$ cat src/rtl/adc_block_framer_if.sv
// Signal bundle between the ADC capture logic, adc_block_framer and the fifo_acp write port.
// The master drives the capture and FIFO-status inputs; the slave (the framer) drives the write side and status.
interface adc_block_framer_if;
  logic        en;
  logic        data_in_en;
  logic [15:0] DATA_IN_A;
  logic [15:0] DATA_IN_B;
  logic [8:0]  fifo_wr_count;
  logic        fifo_full;
  logic [15:0] fifo_din;
  logic        fifo_wr_en;
  logic [7:0]  seq_num;
  logic [15:0] drop_count;
  logic        busy;
  logic        err_full;

  modport master (
    output en, data_in_en, DATA_IN_A, DATA_IN_B, fifo_wr_count, fifo_full,
    input  fifo_din, fifo_wr_en, seq_num, drop_count, busy, err_full
  );

  modport slave (
    input  en, data_in_en, DATA_IN_A, DATA_IN_B, fifo_wr_count, fifo_full,
    output fifo_din, fifo_wr_en, seq_num, drop_count, busy, err_full
  );
endinterface

$ cat src/rtl/adc_block_framer.sv
// Packs A/B sample pairs into fixed blocks (header, 2*PAIRS data words, trailer) for fifo_acp.
// ADC_FRAMER_CHECKSUM_EN: trailer is the 16-bit sum of all data words; otherwise 16'hFFFF.
// state | meaning
// IDLE  | wait for an admitted strobe   HDR  | write header      WR_A/WR_B | write captured pair
// WAIT  | wait for next strobe or en=0  PAD  | zero-fill rest    TRL       | write trailer, bump seq
module adc_block_framer #(
  parameter int         PAIRS      = 127,
  parameter int         FIFO_DEPTH = 511,
  parameter logic [3:0] HDR_TAG    = 4'hA
) (
  input logic            clk_12,
  input logic            rst,
  adc_block_framer_if.slave bus
);
  typedef enum logic [2:0] {IDLE, HDR, WR_A, WR_B, WAIT, PAD, TRL} state_t;

  localparam int         BLK_WORDS = 2 * PAIRS + 2;
  localparam logic [8:0] LAST_DATA = 9'(2 * PAIRS - 1);

  state_t      state_q, state_d;
  logic [15:0] a_q, a_d, b_q, b_d;
  logic [15:0] din_q, din_d;
  logic        wr_q, wr_d;
  logic [15:0] drop_q, drop_d;
  logic        ovf_q, ovf_d;
  logic        err_q, err_d;
  logic [7:0]  seq_q, seq_d;
  logic [8:0]  wcnt_q, wcnt_d;
  logic        room, strobe, drop;
  logic [15:0] trailer;

  assign strobe = bus.data_in_en;
  assign room   = (FIFO_DEPTH - int'(bus.fifo_wr_count)) >= BLK_WORDS;

`ifdef ADC_FRAMER_CHECKSUM_EN
  logic [15:0] sum_q, sum_d;

  always_comb begin
    sum_d = sum_q;
    if (state_q == TRL) begin
      sum_d = '0;
    end else if (state_q == WR_A || state_q == WR_B || state_q == PAD) begin
      sum_d = sum_q + din_d;
    end
  end

  always_ff @(posedge clk_12) begin
    if (rst) sum_q <= '0;
    else     sum_q <= sum_d;
  end

  assign trailer = sum_q;
`else
  assign trailer = 16'hFFFF;
`endif

  always_comb begin
    state_d = state_q;
    a_d     = a_q;
    b_d     = b_q;
    din_d   = din_q;
    wr_d    = 1'b0;
    ovf_d   = ovf_q;
    seq_d   = seq_q;
    wcnt_d  = wcnt_q;
    drop    = 1'b0;
    unique case (state_q)
      IDLE: begin
        if (strobe && bus.en) begin
          if (room) begin
            a_d     = bus.DATA_IN_A;
            b_d     = bus.DATA_IN_B;
            state_d = HDR;
          end else begin
            drop = 1'b1;
          end
        end
      end
      HDR: begin
        din_d   = {HDR_TAG, ovf_q, 3'b000, seq_q};
        wr_d    = 1'b1;
        ovf_d   = 1'b0;
        drop    = strobe;
        state_d = WR_A;
      end
      WR_A: begin
        din_d   = a_q;
        wr_d    = 1'b1;
        wcnt_d  = wcnt_q + 9'd1;
        drop    = strobe;
        state_d = WR_B;
      end
      WR_B: begin
        din_d   = b_q;
        wr_d    = 1'b1;
        wcnt_d  = wcnt_q + 9'd1;
        drop    = strobe;
        state_d = (wcnt_q == LAST_DATA) ? TRL : WAIT;
      end
      WAIT: begin
        // a strobe coinciding with en falling still gets its pair written
        if (strobe) begin
          a_d     = bus.DATA_IN_A;
          b_d     = bus.DATA_IN_B;
          state_d = WR_A;
        end else if (!bus.en) begin
          state_d = PAD;
        end
      end
      PAD: begin
        din_d   = 16'h0000;
        wr_d    = 1'b1;
        wcnt_d  = wcnt_q + 9'd1;
        drop    = strobe;
        state_d = (wcnt_q == LAST_DATA) ? TRL : PAD;
      end
      TRL: begin
        din_d   = trailer;
        wr_d    = 1'b1;
        seq_d   = seq_q + 8'd1;
        wcnt_d  = '0;
        drop    = strobe;
        state_d = IDLE;
      end
      default: state_d = IDLE;
    endcase
    // a drop during HDR belongs to the next block, so setting wins over the header clear
    if (drop) ovf_d = 1'b1;
    drop_d = (drop && drop_q != 16'hFFFF) ? drop_q + 16'd1 : drop_q;
    err_d  = err_q | (bus.fifo_full & wr_q);
  end

  always_ff @(posedge clk_12) begin
    if (rst) begin
      state_q <= IDLE;
      a_q     <= '0;
      b_q     <= '0;
      din_q   <= '0;
      wr_q    <= 1'b0;
      drop_q  <= '0;
      ovf_q   <= 1'b0;
      err_q   <= 1'b0;
      seq_q   <= '0;
      wcnt_q  <= '0;
    end else begin
      state_q <= state_d;
      a_q     <= a_d;
      b_q     <= b_d;
      din_q   <= din_d;
      wr_q    <= wr_d;
      drop_q  <= drop_d;
      ovf_q   <= ovf_d;
      err_q   <= err_d;
      seq_q   <= seq_d;
      wcnt_q  <= wcnt_d;
    end
  end

  assign bus.fifo_din   = din_q;
  assign bus.fifo_wr_en = wr_q;
  assign bus.seq_num    = seq_q;
  assign bus.drop_count = drop_q;
  assign bus.busy       = (state_q != IDLE);
  assign bus.err_full   = err_q;
endmodule

$ cat src/flat_wrapper.sv
// flat-port wrapper written by rule: the top's interface ports become plain ports
module adc_block_framer_flat 
#(
  parameter int         PAIRS      = 127,
  parameter int         FIFO_DEPTH = 511,
  parameter logic [3:0] HDR_TAG    = 4'hA
)
  (clk_12, rst, bus_en, bus_data_in_en, bus_DATA_IN_A, bus_DATA_IN_B, bus_fifo_wr_count, bus_fifo_full, bus_fifo_din, bus_fifo_wr_en, bus_seq_num, bus_drop_count, bus_busy, bus_err_full);
  adc_block_framer_if bus_i ();
  input logic clk_12;
  input logic rst;
  input wire logic [$bits(bus_i.en)-1:0] bus_en;
  input wire logic [$bits(bus_i.data_in_en)-1:0] bus_data_in_en;
  input wire logic [$bits(bus_i.DATA_IN_A)-1:0] bus_DATA_IN_A;
  input wire logic [$bits(bus_i.DATA_IN_B)-1:0] bus_DATA_IN_B;
  input wire logic [$bits(bus_i.fifo_wr_count)-1:0] bus_fifo_wr_count;
  input wire logic [$bits(bus_i.fifo_full)-1:0] bus_fifo_full;
  output wire logic [$bits(bus_i.fifo_din)-1:0] bus_fifo_din;
  output wire logic [$bits(bus_i.fifo_wr_en)-1:0] bus_fifo_wr_en;
  output wire logic [$bits(bus_i.seq_num)-1:0] bus_seq_num;
  output wire logic [$bits(bus_i.drop_count)-1:0] bus_drop_count;
  output wire logic [$bits(bus_i.busy)-1:0] bus_busy;
  output wire logic [$bits(bus_i.err_full)-1:0] bus_err_full;
  assign bus_i.en = bus_en;
  assign bus_i.data_in_en = bus_data_in_en;
  assign bus_i.DATA_IN_A = bus_DATA_IN_A;
  assign bus_i.DATA_IN_B = bus_DATA_IN_B;
  assign bus_i.fifo_wr_count = bus_fifo_wr_count;
  assign bus_i.fifo_full = bus_fifo_full;
  assign bus_fifo_din = bus_i.fifo_din;
  assign bus_fifo_wr_en = bus_i.fifo_wr_en;
  assign bus_seq_num = bus_i.seq_num;
  assign bus_drop_count = bus_i.drop_count;
  assign bus_busy = bus_i.busy;
  assign bus_err_full = bus_i.err_full;
  adc_block_framer #(.PAIRS(PAIRS), .FIFO_DEPTH(FIFO_DEPTH), .HDR_TAG(HDR_TAG)) u_core (.clk_12(clk_12), .rst(rst), .bus(bus_i));
endmodule
$ cat config.mk
export PLATFORM = sky130hd
export DESIGN_NAME = adc_block_framer_flat
export DESIGN_NICKNAME = d
export VERILOG_FILES = /design/src/rtl/adc_block_framer_if.sv /design/src/rtl/adc_block_framer.sv /design/src/flat_wrapper.sv
export SDC_FILE = /design/constraint.sdc
export NUM_CORES = 1
export LEC_CHECK = 0
export BUFFER_PORTS_ARGS = -buffer_cell sky130_fd_sc_hd__buf_4
export CAP_MARGIN = 5
export CORE_MARGIN = 1
export CORE_UTILIZATION = 40
export DETAILED_ROUTE_END_ITERATION = 8
export MAX_ROUTING_LAYER = met4
export SLEW_MARGIN = 20
export SYNTH_ARGS = -nofsm -noshare
export SYNTH_HDL_FRONTEND = slang
export SYNTH_SLANG_ARGS = --single-unit
$ cat constraint.sdc
create_clock -name clk_12 -period 1.8 [get_ports clk_12]
set_input_delay 0.09 -clock clk_12 [delete_from_list [all_inputs] [get_ports clk_12]]
set_output_delay 0.09 -clock clk_12 [all_outputs]
set_load 0.005 [all_outputs]
## Word level (Yosys, flattened, before mapping)

Index checks and enable logic that the tools add are counted.
Widths: inputs -> output; s select.

- $add $sub $neg: 4
- $mul: 0
- Divide/modulo/power cells: 0
- Magnitude comparators: 1
- Equal/unequal tests: 12
- Shift operators: 0
- Muxes and demuxes: 23
- Bitwise operators: 2
- Reduce and logical (&&, ||, !) cells: 12

Operator list:

| operator | number |
|---|---|
| $mux 16 | 6 |
| $pmux 16 s5 | 1 |
| $pmux 16 s2 | 2 |
| $ge 32x10->1 const B | 1 |
| $pmux 3 s6 | 1 |
| $pmux 9 s2 | 1 |
| $add 16x1->16 const B | 1 |
| $ne 16x16->1 const B | 1 |
| $mux 3 | 4 |
| $sub 9x9->10 const A | 1 |
| $add 9x1->9 const B | 1 |
| $eq 3x3->1 const B | 3 |
| $eq 9x8->1 const B | 1 |
| $add 8x1->8 const B | 1 |
| $eq 3x2->1 const B | 2 |
| $reduce_bool 2->1 | 3 |
| $mux 1 | 5 |
| $reduce_bool 5->1 | 1 |
| $reduce_or 5->1 | 1 |
| $mux 2 | 2 |
| $ne 2x1->1 const B | 2 |
| $reduce_and 4->1 | 1 |
| $eq 3x1->1 const B | 1 |
| $logic_not 3->1 | 1 |
| 9 further kinds | 10 |

- Register bits after elaboration: 87
- Bits in latches: 0
- Bits in writable memories: 0
- Bits in read-only memories: 0
- Input bits: 46
- Output and inout bits: 43
- Word-level logic and storage cells: 64
- Memories: 0

## Longest topological paths before layout

Gate-level depths: netlist of run 1.

- Word-level depth: 6
- Gate-level depth with buffers: 8
- Mapped depth without buffers: 6

## Worst setup path before layout of run 1

OpenSTA, ideal clock, no wires.

- Path type: register -> register
- From: reg u_core.drop_q[6], in the netlist u_core.bus.drop_count[6]
- To: reg u_core.drop_q[15], in the netlist u_core.bus.drop_count[15]
- Library setup time: 0.128 ns
- Arrival time: 1.572 ns
- Data required time: 1.672 ns
- Slack: 0.100 ns
- Stages on the path, launching flop included: 7
- Buffers on the path: 1
- Clock period less this slack: 1.700 ns
- Cells stage by stage: dfxtp_1 > buf_2 > nand4_2 > or4_1 > a211oi_2 > xnor2_1 > nor2_1

- Word-level cells in the longest chain between the ends: 2
- Elaborated cells between the ends (all ways): 3
- Classes of those cells: add/sub (1); eq/ne (1); reduce/logical (1)

RTL lines:

| item | line | text |
|---|---|---|
| start, declared | adc_block_framer.sv:24 | `logic [15:0] drop_q, drop_d;` |
| start signal, assigned | adc_block_framer.sv:151 | `drop_q <= drop_d;` |
| parallel branches: the longest is 2 deep, another holds $add 16x1->16 | n/a |  |

Parallel ways; which one is timed is not known.
A chain may end at the register's enable or synchronous reset.

## Final worst setup path of run 1

- From: reg u_core.state_q[2]
- To: reg u_core.drop_q[8], in the netlist u_core.bus.drop_count[8]

- Word-level cells in the longest chain between the ends: 4
- Elaborated cells between the ends (all ways): 9
- Classes of those cells: eq/ne (5); mux (1); reduce/logical (3)

RTL lines:

| item | line | text |
|---|---|---|
| start, declared | adc_block_framer.sv:20 | `state_t state_q, state_d;` |
| start signal, assigned | adc_block_framer.sv:146 | `state_q <= state_d;` |
| $eq 3x3->1, or another cell as far along | adc_block_framer.sv:67 | `unique case (state_q)` |
| $reduce_or 5->1 (no source line) | n/a |  |
| $pmux 1 s2 * | adc_block_framer.sv:67 |  |
| $logic_and 1x1->1 * | adc_block_framer.sv:129 | `drop_d = (drop && drop_q != 16'hFFFF) ? drop_q + 16'd1 : drop_q;` |

Every way passes the cells marked *; elsewhere a longest branch is shown, timed or not.

==> results of run 1 <==
-- critical path, cell delays in order, from the launching register on --
cell and delay [ps]:
dfxtp_1 380, and3b_1 220, o311ai_4 380, nor3_1 130
buf_4 170, a311oi_2 270, a41o_1 120
-- state kept, by name, indices dropped and copies added (netlist names) --
signal,count
u_core.wcnt_q,9
u_core.ovf_q,1
u_core.a_q,16
u_core.bus.fifo_wr_en,1
u_core.bus.seq_num,8
u_core.bus.fifo_din,16
u_core.state_q,3
u_core.bus.drop_count,16
u_core.bus.err_full,1
u_core.b_q,16
-- what timing repair did --
item / in CTS / in global routing
endpoints found under the hold margin: 33 / 0
buffers inserted: 0 / 2
endpoints found under the setup margin: 3 / 16
pin swaps: 1 / 2
gates resized for setup: 1 / 5
hold buffers: 33 / 0
-- routing by layer --
metal	vias to the layer above	share of wire (%)	wire length (um)
met4	0	0.94	91
li1	1883	-	-
met5	-	0	0
met2	54	48	4670
met1	1696	48	4700
met3	8	2.4	232
-- synth_stat cells (7+ instances only) --
master,n
a2111oi_0,11
a21oi_1,52
buf_2,10
clkbuf_1,19
dfxtp_1,87
inv_1,9
mux2i_1,12
nand2_1,81
nand3_1,13
nand4_1,7
nor2_1,50
nor3_1,16
o21ai_0,19
xnor2_1,12
xor2_1,9
-- logic make-up (layout without fill, tap and decap cells) --
logic type	Yosys count	count (layout)	synth area share, %
AND/OR/NAND/NOR	193	193	22.8
AO/OA/AOI/OAI	109	109	18.4
flip-flops	87	87	45.2
buffers and inverters	40	174	4.42
XOR/XNOR	21	21	4.78
multiplexers	12	12	3.12
adder cells (fa/ha/maj)	4	4	1.30
-- layout by cell type, fill, tap and decap left out, types with 2 or more instances in the layout --
| cell | n |
|---|---|
| a2111oi_0 | 11 |
| a211oi_1 | 4 |
| a21o_1 | 4 |
| a21oi_1 | 52 |
| a311oi_1 | 2 |
| a31oi_1 | 4 |
| a41o_1 | 2 |
| and3_1 | 4 |
| and3b_1 | 2 |
| and4_1 | 3 |
| buf_12 | 3 |
| buf_4 | 113 |
| clkbuf_8 | 9 |
| clkinv_4 | 2 |
| clkinvlp_4 | 2 |
| dfxtp_1 | 85 |
| dfxtp_2 | 2 |
| dlygate4sd3_1 | 33 |
| ha_1 | 4 |
| inv_1 | 9 |
| inv_8 | 2 |
| mux2i_1 | 12 |
| nand2_1 | 81 |
| nand2b_1 | 3 |
| nand3_1 | 13 |
| nand4_1 | 7 |
| nor2_1 | 50 |
| nor2b_1 | 3 |
| nor3_1 | 16 |
| o21ai_0 | 19 |
| or3_1 | 2 |
| xnor2_1 | 12 |
| xor2_1 | 9 |
-- area by class of cell --
class / count / area share, %
Clock inverter: 7 / 1.20
Timing Repair Buffer: 149 / 23.2
Tap cell: 129 / 3.03
Inverter: 9 / 0.634
Multi-Input combinational cell: 339 / 36.8
Clock buffer: 9 / 2.32
Sequential cell: 87 / 32.7
-- final timing paths --
kind                                                end                           start
setup / recovery  u_core.bus.drop_count[8]$_SDFFE_PP0P_  u_core.state_q[2]$_SDFFE_PP0P_
hold / removal           u_core.state_q[1]$_SDFFE_PP0P_                  bus_data_in_en
setup reg to reg  u_core.bus.drop_count[8]$_SDFFE_PP0P_  u_core.state_q[2]$_SDFFE_PP0P_
hold reg to reg              u_core.b_q[6]$_SDFFE_PP0P_      u_core.b_q[6]$_SDFFE_PP0P_
-- power by group through the flow --
stage | clock network (mW) | registers (mW) | logic, mW
floorplan | 0 | 2.19 | 0.474
global placement | 0 | 2.20 | 0.876
detailed placement | 0 | 2.20 | 0.885
CTS | 1.33 | 2.16 | 0.948
global route | 1.43 | 2.18 | 1.07
finish | 1.30 | 2.16 | 0.953
-- metrics by stage --
stage               instance area [sq um]  utilization, %  cells  setup TNS [ps]  setup WS [ps]
floorplan                            3850               -    466               0            100
global placement                     4770            51.4    678               0           56.4
detailed placement                   4770            51.4    678           -33.9          -20.5
CTS                                  5300            57.0    727               0           33.6
global route                         5330            57.4    729           -1.42          -1.42
finish                               5330            57.4    729               0           79.6
==> flow_summary.yaml, run 1 <==
placement:
  port_buffers: 80
  gp_congestion: 0.788
  dp_hpwl_um: 6500
pwr:
  leakage_nw: 2.09
  p_seq_share_pct: 48.9
  p_clk_share_pct: 29.5
  p_comb_share_pct: 21.6
  power_mw: 4.42
  p_sw_mw: 1.34
  power_density_mw_per_mm2: 830
  vdd_ir_drop_max_mv: 0.500
  switching_share_pct: 30.2
  p_int_mw: 3.08
critical_path:
  cp_data_arrival_time_ps: 2020
  rr_worst_depth: 6
  start_kind: "flip-flop"
  end_kind: "flip-flop"
  crit_type: "flip-flop to flip-flop"
  crit_fanout: 5
  required_ps: 2100
  timing.reg2reg.setup_slack_ps: 80
finish:
  final_nets: 645
  drive_gt1_share_pct: 24.3
  seqCellArea_sq_mm: 0.00174
  area_growth_pct: 38.4
  antenna_cells: 0
  multiInputGateArea_sq_mm: 0.00196
  nFillCells: 891
routing:
  viasPerCell: 4.99
  drc_errors: 0
  ant_nets: 0
  vias: 3641
  routed_wl_um: 9700
  dr.first_iter.drc_count: 91
  drt_pass1_iterations: 4
  post_drt_wl_per_cell_um: 13.3
timing:
  period_minus_slack_ps: 1720
  tightest_slew_ps: 507
  max_freq_ghz: 0.581
  hold_violations: 0
  maxSlewViolCount: 0
  slew_headroom_pct: 66.2
  holdWs_ps: 67.3
  setup_viol: 0
  skew_ps: 8.16
  final.period_utilization_pct: 95.6
clock_network:
  cts_buffer_depth: 2
  clk_latency_ps: 360
  cts_num_sinks: 87
  root_buffer: "clkbuf_8"
  cts_max_level: 3
  cts_tree: "done"
  path_clk_slew_ps: 90
  cts_made_buffers: 9
global_routing:
  grt-ovfl-total: 0
  use_met3_pct: 3.13
  top_usage_layer: "met2"
  track_usage_pct: 20.9
  use_met1_pct: 27.6
  antenna_found_initial: 0
  first_global_vias: 3480
  grt_max_degree: 46
  grt_pass1_wl_um: 16300
  grtUsageMet2_pct: 33.5
status:
  status: "finished clean"
synth:
  synthFlopType: "dfxtp_1"
  synthCells: 466
  synthArstFlopShare_pct: 0
  synth_area_leaders: "dfxtp_1 (45%), nand2_1 (7.9%), a21oi_1 (6.8%)"
  synthesis.nets: 516
  ys_types: 47
  yosysTopAreaCellShare_pct: 45.2
  netlist_area_sq_mm: 0.00385
  synth_top_area_cell: "dfxtp_1"
  synth_edf_count: 0
  seq_area_frac_synth_pct: 45.2
  ys_seq_elements: 87
  yosysWarnings: 0
  syn_area_per_cell_sq_um: 8.26
floorplanning:
  die_area_sq_mm: 0.0100
  initial_utilization_pct: 41.5
  core_area_sq_mm: 0.00928
  io_pins: 89
  rows: 35
  die_w_um: 100
  dieHeight_um: 100
flow_run:
  drv_cap: 0
worst_hold_path:
  hold_path_class: "input pin to flip-flop"
  hold_depth: 3
(Power assumes the default switching activity.)
==> inputs of run 2 (changes only) <==
Settings changed: CORE_MARGIN 1 to 5.
Clock period 1.8 ns to 1.6 ns, I/O delays scaled along.
==> flow_summary.yaml, run 2 (synthesis gave the netlist of run 1 again) <==
routing:
  dr.first_iter.drc_count: 154
  ant_nets: 0
  routed_wl_um: 10200
  vias: 3755
  viasPerCell: 5.03
  drc_errors: 0
  post_drt_wl_per_cell_um: 13.6
  drt_pass1_iterations: 4
critical_path:
  cp_data_arrival_time_ps: 1900
  required_ps: 1880
  start_kind: "flip-flop"
  crit_type: "flip-flop to flip-flop"
  crit_fanout: 6
  crit_family: "simple AND/OR/NAND/NOR gates"
  slowest_delay_ps: 370
  slowest_stage: "or3_4"
  critical_path_buf_inv_count: 1
  end_kind: "flip-flop"
  crit_path_cell_trace: "buf_4 > and3b_1 > or3_4 > or3b_1 > a21oi_1"
timing:
  layout_setup_ws_ps: -27.3
  holdWs_ps: 39.0
  setup_viol: 3
  hold_violations: 0
  slew_headroom_pct: 71.0
  max_freq_ghz: 0.615
  rsz0062_at_grt: "true"
  skew_ps: 11.6
  tightest_slew_ps: 435
  final.period_utilization_pct: 102
  maxSlewViolCount: 0
  period_minus_slack_ps: 1630
finish:
  final_common_cell: "buf_4"
  final_nets: 663
  area_growth_pct: 46.1
  finalInstanceArea_sq_mm: 0.00563
  final_cell_mix: "buf_4 (127), nand2_1 (81), dfxtp_1 (79)"
  drive_gt1_share_pct: 29.9
  nFillCells: 823
  antenna_cells: 0
floorplanning:
  core_area_sq_mm: 0.00933
  die_area_sq_mm: 0.0117
  io_pins: 89
  die_w_um: 108
  initial_utilization_pct: 41.3
  dieHeight_um: 108
  rows: 35
flow_run:
  drv_cap: 0
placement:
  dp_hpwl_um: 7050
  port_buffers: 80
  gp_congestion: 0.867
  dpl_cell_area_sq_mm: 0.00490
global_routing:
  grt_max_degree: 41
  grt-ovfl-total: 0
  grt_pass1_wl_um: 17100
  first_global_vias: 3646
  antenna_found_initial: 0
  track_usage_pct: 18.5
clock_network:
  clk_latency_ps: 350
  root_buffer: "clkbuf_8"
  cts_num_sinks: 87
  cts_max_level: 3
  cts_made_buffers: 9
  cts_buffer_depth: 2
  path_clk_slew_ps: 90
  cts_tree: "done"
pwr:
  power_density_mw_per_mm2: 920
  vdd_ir_drop_max_mv: 0.493
  leakage_nw: 2.23
status:
  status: "complete, but fails checks"
  failed_checks: "setup timing"
worst_hold_path:
  hold_path_class: "input pin to flip-flop"
[run 2: cell types whose count changed in the layout (fill, tap and decap cells not counted), moves of 3 or more]
| cell | delta |
|---|---|
| a2111oi_0 | -4 |
| a2111oi_1 | +4 |
| a211oi_1 | -3 |
| a211oi_2 | +3 |
| buf_4 | +14 |
| buf_6 | +4 |
| dfxtp_1 | -6 |
| dfxtp_2 | +5 |
| nand3_1 | -3 |
| nand3_2 | +3 |
[run 2: metal layers]
metal  track usage (%)  part of all wire, %  vias to the layer above
met1              23.3                   47                     1741
met2              30.3                   47                       82
met5                 -                    0                        -
li1                  -                    -                     1918
met4              5.95                  1.6                        0
met3              2.99                  4.6                       14
[run 2: report_power, final]
group,internal [mW],switching (mW)
Clock,0.751,0.827
Sequential,2.32,0.109
Combinational,0.603,0.561
Total,3.68,1.50
[run 2: worst paths after layout]
path,start,end,slack (ps),cells past startpoint
setup reg to reg,u_core.state_q[2]$_SDFFE_PP0P_,u_core.wcnt_q[3]$_SDFFE_PP0P_,-30,5
hold reg to reg,u_core.a_q[0]$_SDFFE_PP0P_,u_core.a_q[0]$_SDFFE_PP0P_,460,2
hold / removal,bus_data_in_en,u_core.state_q[1]$_SDFFE_PP0P_,40,3
setup / recovery,u_core.state_q[2]$_SDFFE_PP0P_,u_core.wcnt_q[3]$_SDFFE_PP0P_,-30,5
[run 2: layout make-up]
type / instances / area, sq um / area share (%)
well taps: 129 / 161 / 2.87
clock inverters: 6 / 75.1 / 1.33
clock buffers: 10 / 128 / 2.27
flip-flops and latches: 87 / 1750 / 31.2
multi-input cells: 339 / 2080 / 37.1
repair buffers: 167 / 1390 / 24.7
inverters: 9 / 33.8 / 0.601
[run 2: what timing repair did]
action                                  in CTS  in global routing
pin swaps                                    4                 13
gates resized for setup                     15                 23
hold buffers                                33                  0
setup buffers                                3                  2
hold endpoints to repair                    33                  0
endpoints found under the setup margin      11                 58
[run 2: worst reg2reg max path, cell delays in order (launching register included)]
cell and delay, ps:
dfxtp_2 350, buf_4 160, and3b_1 190, or3_4 370, or3b_1 370, a21oi_1 110
[run 2: through the flow]
step / total power, mW / setup TNS [ps] / cells / worst slack (ps) / utilization, %
floorplan: 3.00 / 0 / 466 / 14.4 / -
global placement: 3.51 / -57.2 / 694 / -35.3 / 52.6
detailed placement: 3.53 / -415 / 694 / -86.5 / 52.6
CTS: 5.19 / -82.2 / 746 / -39.2 / 59.4
global route: 5.46 / -2600 / 747 / -98.9 / 60.3
finish: 5.17 / -42.1 / 747 / -27.3 / 60.3
